==> src/rtl/iref_ctrl.sv <==
// Power-up sequencer for the IREF macro: releases pd, precharges, settles, then flags ready.
// Optional minimum power-down dwell (COOL state) is enabled by defining IREF_CTRL_MIN_OFF_EN.
module iref_ctrl #(
    parameter int CNT_W      = 16,
    parameter int OFF_CYCLES = 32
) (
    input  logic             clk,
    input  logic             rst_n,
    input  logic             en,
    input  logic [CNT_W-1:0] charge_time,
    input  logic [CNT_W-1:0] settle_time,
    output logic             iref_pd,
    output logic             iref_charge,
    output logic             ready,
    output logic             busy
);

`ifdef IREF_CTRL_MIN_OFF_EN
    typedef enum logic [2:0] {
        S_OFF    = 3'd0,
        S_CHARGE = 3'd1,
        S_SETTLE = 3'd2,
        S_ON     = 3'd3,
        S_COOL   = 3'd4
    } state_t;

    localparam int COOL_W = (OFF_CYCLES > 1) ? $clog2(OFF_CYCLES) : 1;
    localparam logic [COOL_W-1:0] COOL_LOAD = COOL_W'(OFF_CYCLES - 1);
    localparam state_t ABORT_STATE = S_COOL;
`else
    typedef enum logic [1:0] {
        S_OFF    = 2'd0,
        S_CHARGE = 2'd1,
        S_SETTLE = 2'd2,
        S_ON     = 2'd3
    } state_t;

    localparam state_t ABORT_STATE = S_OFF;
`endif

    state_t           state_reg, state_next;
    logic [CNT_W-1:0] cnt_reg, cnt_next;
    logic [CNT_W-1:0] settle_reg, settle_next;
    logic             pd_next, charge_next, ready_next, busy_next;

`ifdef IREF_CTRL_MIN_OFF_EN
    logic [COOL_W-1:0] cool_reg, cool_next;
`endif

    // A zero duration still occupies one cycle in its state.
    function automatic logic [CNT_W-1:0] load_val(input logic [CNT_W-1:0] t);
        return (t == '0) ? '0 : t - CNT_W'(1);
    endfunction

    always_comb begin
        state_next  = state_reg;
        cnt_next    = cnt_reg;
        settle_next = settle_reg;
`ifdef IREF_CTRL_MIN_OFF_EN
        cool_next   = cool_reg;
`endif
        case (state_reg)
            S_OFF: begin
                if (en) begin
                    state_next  = S_CHARGE;
                    cnt_next    = load_val(charge_time);
                    settle_next = settle_time;
                end
            end
            S_CHARGE: begin
                if (!en) begin
                    state_next = ABORT_STATE;
                    cnt_next   = '0;
                end else if (cnt_reg == '0) begin
                    state_next = S_SETTLE;
                    cnt_next   = load_val(settle_reg);
                end else begin
                    cnt_next = cnt_reg - CNT_W'(1);
                end
            end
            S_SETTLE: begin
                if (!en) begin
                    state_next = ABORT_STATE;
                    cnt_next   = '0;
                end else if (cnt_reg == '0) begin
                    state_next = S_ON;
                end else begin
                    cnt_next = cnt_reg - CNT_W'(1);
                end
            end
            S_ON: begin
                if (!en) begin
                    state_next = ABORT_STATE;
                    cnt_next   = '0;
                end
            end
`ifdef IREF_CTRL_MIN_OFF_EN
            S_COOL: begin
                // en is ignored until the dwell expires
                if (cool_reg == '0) begin
                    state_next = S_OFF;
                end else begin
                    cool_next = cool_reg - COOL_W'(1);
                end
            end
`endif
            default: begin
                state_next = S_OFF;
                cnt_next   = '0;
            end
        endcase
`ifdef IREF_CTRL_MIN_OFF_EN
        if (state_next == S_COOL && state_reg != S_COOL) begin
            cool_next = COOL_LOAD;
        end
`endif
    end

    // Outputs are decoded from the next state and registered alongside it, so they
    // change only on clock edges and track the state register exactly.
    always_comb begin
        pd_next     = 1'b1;
        charge_next = 1'b1;
        ready_next  = 1'b0;
        busy_next   = 1'b0;
        case (state_next)
            S_CHARGE: begin
                pd_next   = 1'b0;
                busy_next = 1'b1;
            end
            S_SETTLE: begin
                pd_next     = 1'b0;
                charge_next = 1'b0;
                busy_next   = 1'b1;
            end
            S_ON: begin
                pd_next     = 1'b0;
                charge_next = 1'b0;
                ready_next  = 1'b1;
            end
`ifdef IREF_CTRL_MIN_OFF_EN
            S_COOL: begin
                busy_next = 1'b1;
            end
`endif
            default: begin
                pd_next = 1'b1;
            end
        endcase
    end

    always_ff @(posedge clk or negedge rst_n) begin
        if (!rst_n) begin
            state_reg   <= S_OFF;
            cnt_reg     <= '0;
            settle_reg  <= '0;
            iref_pd     <= 1'b1;
            iref_charge <= 1'b1;
            ready       <= 1'b0;
            busy        <= 1'b0;
        end else begin
            state_reg   <= state_next;
            cnt_reg     <= cnt_next;
            settle_reg  <= settle_next;
            iref_pd     <= pd_next;
            iref_charge <= charge_next;
            ready       <= ready_next;
            busy        <= busy_next;
        end
    end

`ifdef IREF_CTRL_MIN_OFF_EN
    always_ff @(posedge clk or negedge rst_n) begin
        if (!rst_n) begin
            cool_reg <= '0;
        end else begin
            cool_reg <= cool_next;
        end
    end
`endif

endmodule

==> config.mk <==
export PLATFORM = sky130hd
export DESIGN_NAME = iref_ctrl
export DESIGN_NICKNAME = d
export VERILOG_FILES = /design/src/rtl/iref_ctrl.sv
export SDC_FILE = /design/constraint.sdc
export NUM_CORES = 1
export LEC_CHECK = 0
export BUFFER_PORTS_ARGS = -buffer_cell sky130_fd_sc_hd__buf_2
export CORE_MARGIN = 3
export CORE_UTILIZATION = 58
export CTS_BUF_LIST = sky130_fd_sc_hd__clkbuf_4
export CTS_CLUSTER_SIZE = 8
export DETAILED_ROUTE_END_ITERATION = 8
export GPL_TIMING_DRIVEN = 0
export PLACE_DENSITY = 0.81
export SLEW_MARGIN = 20
export SYNTH_ARGS = -nofsm -noshare
export SYNTH_HDL_FRONTEND = slang
export SYNTH_SLANG_ARGS = --single-unit
==> constraint.sdc <==
create_clock -name clk -period 7.9 [get_ports clk]
set_input_delay 1.185 -clock clk [delete_from_list [all_inputs] [get_ports clk]]
set_output_delay 1.185 -clock clk [all_outputs]
set_load 0.005 [all_outputs]
==> reports/results.txt, run 1 <==
Net Sw Frac -> 0.3608
Slowest-stage cell, CP -> nor4_1
Gate Count Post-Synth -> 339
Synth warnings -> 0
Req. time, crit path -> 8150 ps
Final HPWL DP -> 6.381 mm
Gr ovfl total -> 0
Ys async rst share -> 1.000
EDFF count, synth -> 0
Worst Hold End -> settle_reg[1]
Clk pwr share -> 0.214
Clock Latency Late Sink -> 370 ps
Final ANT Viol Nets -> 0
Clock sink total -> 38
Routed vias -> 2953
Prevailing post-synth register cell -> dfrtp_1
Crit path max fanout -> 6
RePlAce Congestion -> 0.9664
Port buffer count -> 38
Hold depth -> 2
Total Routing Usage GR -> 0.2909
Design area -> 0.003189 sq mm
I/O pins -> 39
Reg2reg start -> cnt_reg[4]
FP Rows -> 24
Final slew viol count -> 0
Synth Area per Inst -> 8.426 sq um
Die ar. -> 0.005803 sq mm
Arr. time, crit path -> 3740 ps
CTS tree -> yes
Syn Nets -> 381
Layout cells sized above 1 -> 0.1922
Max Cap Violations -> 0
Final hold vios -> 0
RSZ-0062 raised after global routing -> false
P per Cell Area -> 154.7 mW/mm^2
Sequential Power Share -> 0.502
Die width -> 76.18 um
Clock Tree Root -> clkbuf_4
Num CTS Buffers -> 5
Peak VDD IR -> 0.1332 mV
Overall die height -> 76.18 um
Via count of the first global-routing pass -> 2728
Worst-path cell chain -> buf_2 -> nor4_1 -> nand4_1 -> o41ai_2 -> nand2b_1 -> nor2_1 -> a221o_1
DRT iter0 DRCs -> 401
Sw Pwr -> 178.0 uW
CP endpoint kind -> flip-flop
Met3 Usage GRT -> 0.04374
Final worst-path cycle share -> 0.4423
Max Root-Sink Buffers -> 2
Worst hold path type -> reg -> reg
Crit path from -> charge_time[4]
# nets final -> 426
Hold_buf cts -> 0
Initial antenna violation count -> 0
Lkg Pwr -> 0.001277 uW
Most congested layer reported by global routing -> met2
Hold Path Origin -> settle_reg[1]
Tmin final -> 3494 ps
DRC -> 0
Setup TNS -> 0 ps
Vias per cell -> 6.562
H-tree levels -> 2
Seq/Total Area, Yosys -> 0.3338
Fillers -> 409
Worst flop-to-flop path endpoint -> cnt_reg[12]
Post-CTS setup buffers -> 0
R2R cell count -> 7
Final wirelength -> 8.406 mm
Startpoint types -> primary input
Internal Power -> 315.5 uW
Detailed Routing Iterations Pass 1 -> 8
Combinational share of power -> 0.284
Initial core utilization -> 0.6258
Largest net degree at the start of global routing -> 39
Netlist cell types -> 54
FF+latch count, synth -> 38
Layout Skew -> 26.58 ps
Max transition margin -> 0.4195
First-pass GRT wire length -> 13.60 mm
Status -> finished, final reports clean
Core Footprint -> 0.004564 sq mm
DP Area -> 0.003136 sq mm
M1 GR Usage -> 0.3941
Diode count -> 0
# resized after CTS -> 0
Worst-Margin Slew -> 870.7 ps
Setup Crit Path Kind -> in -> reg
Area Overhead vs Synth -> 11.65%
Max Clock Freq -> 286.2 MHz
Clock slew at reported path FFs -> 120 ps
Crit-path max cell delay -> 730 ps
Worst reg-to-reg setup slack -> 4790 ps
M2 GR Usage -> 0.4699
Final setup violation count -> 0
Netlist Area Pre-Place -> 0.002856 sq mm
Avg WL per Cell -> 18.68 um
[worst max-delay path by stage]
stage	to	slack, ps	depth (start not counted)
5_1_grt	cnt_reg[15]	4180	7
4_1_cts	cnt_reg[15]	4420	7
2_1_floorplan	cnt_reg[14]	4600	6
3_3_place_gp	cnt_reg[14]	3740	7
6_report	cnt_reg[15]	4410	7
3_5_place_dp	cnt_reg[15]	4070	7
[kinds of logic (layout without fill, tap and decap cells)]
family,after synthesis,count (layout),synth area share
AOI/OAI and AO/OA,87,87,0.1958
xor gates and xnor gates,28,28,0.08585
adders and majority gates,7,7,0.03066
buffers and inverters,28,74,0.04073
DFF,38,38,0.3338
muxes,18,18,0.06877
and+or+nand+nor,133,133,0.2444
[metal layers]
metal,wire length [um],share of wire,vias up
met5,0,0,-
met4,349,0.042,0
li1,-,-,1344
met2,3786,0.45,201
met1,3506,0.42,1364
met3,763,0.091,44
[metrics by stage]
step | power (uW) | hold WS [ps] | worst slack [ps] | std cells | utilization
floorplan | 337.4 | 508.0 | 4600 | 339 | -
global route | 522.1 | 598.1 | 4185 | 450 | 0.6987
finish | 493.5 | 577.3 | 4406 | 450 | 0.6987
global placement | 380.3 | 531.0 | 3740 | 442 | 0.6853
detailed placement | 386.1 | 550.3 | 4066 | 442 | 0.6870
CTS | 489.5 | 577.4 | 4422 | 450 | 0.6987
[critical path: cells and delay by family]
family                 cells  cell delay (ps)
AND/OR/NAND/NOR            4             1520
AO/OA/AOI/OAI              2              920
buffers and inverters      1              120
[final cells by class]
type | instances | area, sq um | area share
inverter | 15 | 56.30 | 0.01765
sequential | 38 | 953.4 | 0.2989
clock buffer | 6 | 45.04 | 0.01412
clock inverter | 2 | 8.758 | 0.002746
buffer | 13 | 60.06 | 0.01883
multi-input combinational | 273 | 1794 | 0.5626
tap | 65 | 81.33 | 0.02550
timing repair buffer | 38 | 190.2 | 0.05963
[cell usage after synthesis, drive strengths merged, types with 3 or more instances]
library cell,number,area [sq um]
xnor2,13,113.9
nor2b,8,50.05
nor3,19,95.09
nand2b,3,18.77
or3,10,63.81
mux2,13,146.4
a31oi,6,37.54
a221o,4,41.29
nor4,10,62.56
buf,4,26.27
nor2,35,131.4
a2bb2oi,3,26.28
a21oi,22,110.1
xor2,15,131.4
or4,7,63.81
or2,3,18.77
nor3b,3,22.52
nand3,6,30.03
nand4,4,25.02
dfrtp,36,900.9
nand2,21,78.83
o21ai,24,120.1
mux2i,5,50.05
clkbuf,9,33.78
ha,7,87.58
inv,14,52.55
o22ai,7,43.79
[power groups by stage]
| stage | registers, uW | clock network (uW) | logic (uW) |
|---|---|---|---|
| 6_report | 248 | 106 | 140 |
| 2_1_floorplan | 242 | 0 | 95.9 |
| 3_5_place_dp | 250 | 0 | 136 |
| 4_1_cts | 246 | 106 | 137 |
| 5_1_grt | 250 | 118 | 154 |
| 3_3_place_gp | 248 | 0 | 132 |
[placed cells by master (no fill, tap or decap), types with 3 or more instances in the layout]
cell type / n
buf_2: 41
dfrtp_1: 36
nor2_1: 35
o21ai_0: 23
a21oi_1: 22
nand2_1: 21
nor3_1: 19
xor2_1: 15
inv_1: 14
mux2_2: 13
xnor2_1: 13
nor4_1: 10
clkbuf_1: 9
or3_1: 9
nor2b_1: 8
o22ai_1: 7
ha_1: 7
nand3_1: 6
a31oi_1: 6
clkbuf_4: 6
mux2i_1: 5
or4_1: 4
nand4_1: 4
nand2b_1: 3
or2_2: 3
or4_4: 3
a221o_1: 3
nor3b_1: 3
a2bb2oi_1: 3
No activity file was read; power rests on OpenSTA's default activity.
==> inputs of run 2 (changes only) <==
CORE_UTILIZATION = 54   (was 58)
PLACE_DENSITY = 0.8   (was 0.81)
clock period = 2.9 ns   (was 7.9 ns; I/O delays follow)
==> run 2 against run 1 <==
  * Clock power increased to 2.6 times the previous value
  * Die area is 6.8% higher
  * Non-clock buffer count decreased by 1
  * Critical path type is now reg -> reg
  * Critical endpoint is now cnt_reg[14]
==> reports/results.txt, run 2 (synthesized netlist as in run 1, its figures left out) <==
Final wirelength -> 7.806 mm (-7.1%)
Clock slew at reported path FFs -> 120 ps (about the same)
Worst hold path type -> in -> async
Tmin final -> 2832 ps
Gr ovfl total -> 0 (unchanged)
Clock Tree Root -> clkbuf_4
Detailed Routing Iterations Pass 1 -> 6 (-2)
Lkg Pwr -> 0.001271 uW (-0.45%)
Top cell by count, worst path -> or4_4
Setup Crit Path Kind -> reg -> reg
Initial antenna violation count -> 0 (unchanged)
Final worst-path cycle share -> 0.9766
Clock Latency Late Sink -> 350 ps (-20 ps)
Final setup violation count -> 0 (unchanged)
Diode count -> 0 (unchanged)
Max Clock Freq -> 353.1 MHz
Worst-path cell chain -> or4_1 -> or4_4 -> buf_6 -> or4_4 -> mux2i_2 -> o22ai_1 -> a221o_1
Num CTS Buffers -> 5 (unchanged)
Max Cap Violations -> 0 (unchanged)
Max Root-Sink Buffers -> 2 (unchanged)
Commonest non-fill, non-tap cell in the layout -> buf_2
CP endpoint kind -> flip-flop
Combinational share of power -> 0.283 (about the same)
Layout Skew -> 8.534 ps (-18.05 ps)
Sw Pwr -> 468.8 uW (+160%)
Final HPWL DP -> 5.826 mm (-8.7%)
Most frequent cells in the layout -> buf_2, dfrtp_1, nor2_1, o21ai_0
I/O pins -> 39 (unchanged)
Reg2reg start -> cnt_reg[8]
Total Routing Usage GR -> 0.2658 (-0.02512)
Crit-path max cell delay -> 620 ps (-110 ps)
Vias per cell -> 6.457 (-1.6%)
Net Sw Frac -> 0.3527 (-0.008067)
CP bufs+invs -> 1 (unchanged)
Final ANT Viol Nets -> 0 (unchanged)
Final hold vios -> 0 (unchanged)
Die width -> 78.73 um (+3.3%)
Clock sink total -> 38 (unchanged)
CP top delay family -> simple AND/OR/NAND/NOR gates
P per Cell Area -> 412.2 mW/mm^2 (+170%)
R2R cell count -> 7 (unchanged)
Area Overhead vs Synth -> 12.88%
CTS tree -> yes
Largest net degree at the start of global routing -> 39 (unchanged)
Worst-Margin Slew -> 864.2 ps (-6.489 ps)
Overall die height -> 78.73 um (+3.3%)
RePlAce Congestion -> 1.011 (+4.6%)
Crit path max fanout -> 8 (+2)
Hold_ws -> 188.5 ps (-388.8 ps)
Avg WL per Cell -> 17.31 um (-7.3%)
Worst flop-to-flop path endpoint -> cnt_reg[14]
DRT iter0 DRCs -> 373 (-7.0%)
# nets final -> 425 (-0.23%)
H-tree levels -> 2 (unchanged)
Hold_buf cts -> 0 (unchanged)
Fillers -> 425 (+3.9%)
Final slew viol count -> 0 (unchanged)
Layout cells sized above 1 -> 0.2109 (+0.01873)
Startpoint types -> flip-flop
Req. time, crit path -> 3140 ps (-5010 ps)
Post-layout util -> 0.6566 (-0.04218)
Peak VDD IR -> 0.3962 mV (+200%)
Core Footprint -> 0.004911 sq mm (+7.6%)
Initial core utilization -> 0.5817 (-0.04417)
Sequential Power Share -> 0.508 (+0.006)
Worst reg-to-reg setup slack -> 70 ps (-4720 ps)
Crit path depth -> 7 (unchanged)
Status -> finished, final reports clean
FP Rows -> 25 (+4.2%)
Internal Power -> 860.3 uW (+170%)
Clk pwr share -> 0.209 (-0.005)
Max transition margin -> 0.4238 (+0.004326)
Slowest-stage cell, CP -> or4_1
First-pass GRT wire length -> 13.04 mm (-4.1%)
Routed vias -> 2912 (-1.4%)
Via count of the first global-routing pass -> 2754 (+0.95%)
Port buffer count -> 38 (unchanged)
DRC -> 0 (unchanged)
Arr. time, crit path -> 3070 ps (-670 ps)
Die ar. -> 0.006198 sq mm (+6.8%)
[run 2: per-stage QoR]
step / setup WS, ps / cells / power (uW) / TNS [ps] / cell area [sq um]
after floorplan: 269.6 / 339 / 919.3 / 0 / 2856
after global placement: -271.1 / 444 / 1033 / -1284 / 3131
after detailed placement: -270.8 / 444 / 1044 / -1369 / 3131
after CTS: 62.67 / 452 / 1320 / 0 / 3191
after global routing: -27.33 / 451 / 1418 / -27.33 / 3224
final: 67.72 / 451 / 1329 / 0 / 3224
[run 2: timing repair]
action | in CTS | in global routing
buffers inserted | 0 | 0
gates resized for setup | 1 | 9
setup endpoints to repair | 2 | 13
[run 2: area by class of cell]
class,count,area (sq um),area share
Multi-Input combinational cell,273,1824,0.5658
Sequential cell,38,953.4,0.2957
Timing Repair Buffer,38,190.2,0.05898
Tap cell,67,83.83,0.02600
Inverter,15,60.06,0.01863
Buffer,12,58.81,0.01824
Clock buffer,6,45.04,0.01397
Clock inverter,2,8.758,0.002716
[run 2: power by group through the flow]
stage                     sequential [uW]  clock, uW  combinational [uW]
after global placement                676          0                 357
after detailed placement              680          0                 364
after floorplan                       658          0                 261
after global routing                  686        312                 420
after CTS                             670        283                 368
final                                 675        278                 376
[run 2: how the worst max path moves through the flow]
stage                              start           to  slack, ps
after floorplan               cnt_reg[4]  cnt_reg[14]        270
after global placement    charge_time[4]  cnt_reg[14]       -270
after detailed placement  charge_time[4]  cnt_reg[15]       -270
after CTS                     cnt_reg[4]  iref_charge         60
after global routing          cnt_reg[4]  iref_charge        -30
final                         cnt_reg[8]  cnt_reg[14]         70
[run 2: per-layer routing]
| layer | wire, um | share of wire | GRT usage |
|---|---|---|---|
| met5 | 0 | 0 | 0 |
| met4 | 298 | 0.038 | 0.1031 |
| met3 | 826 | 0.11 | 0.07370 |
| met2 | 3637 | 0.47 | 0.4304 |
| met1 | 3044 | 0.39 | 0.3367 |
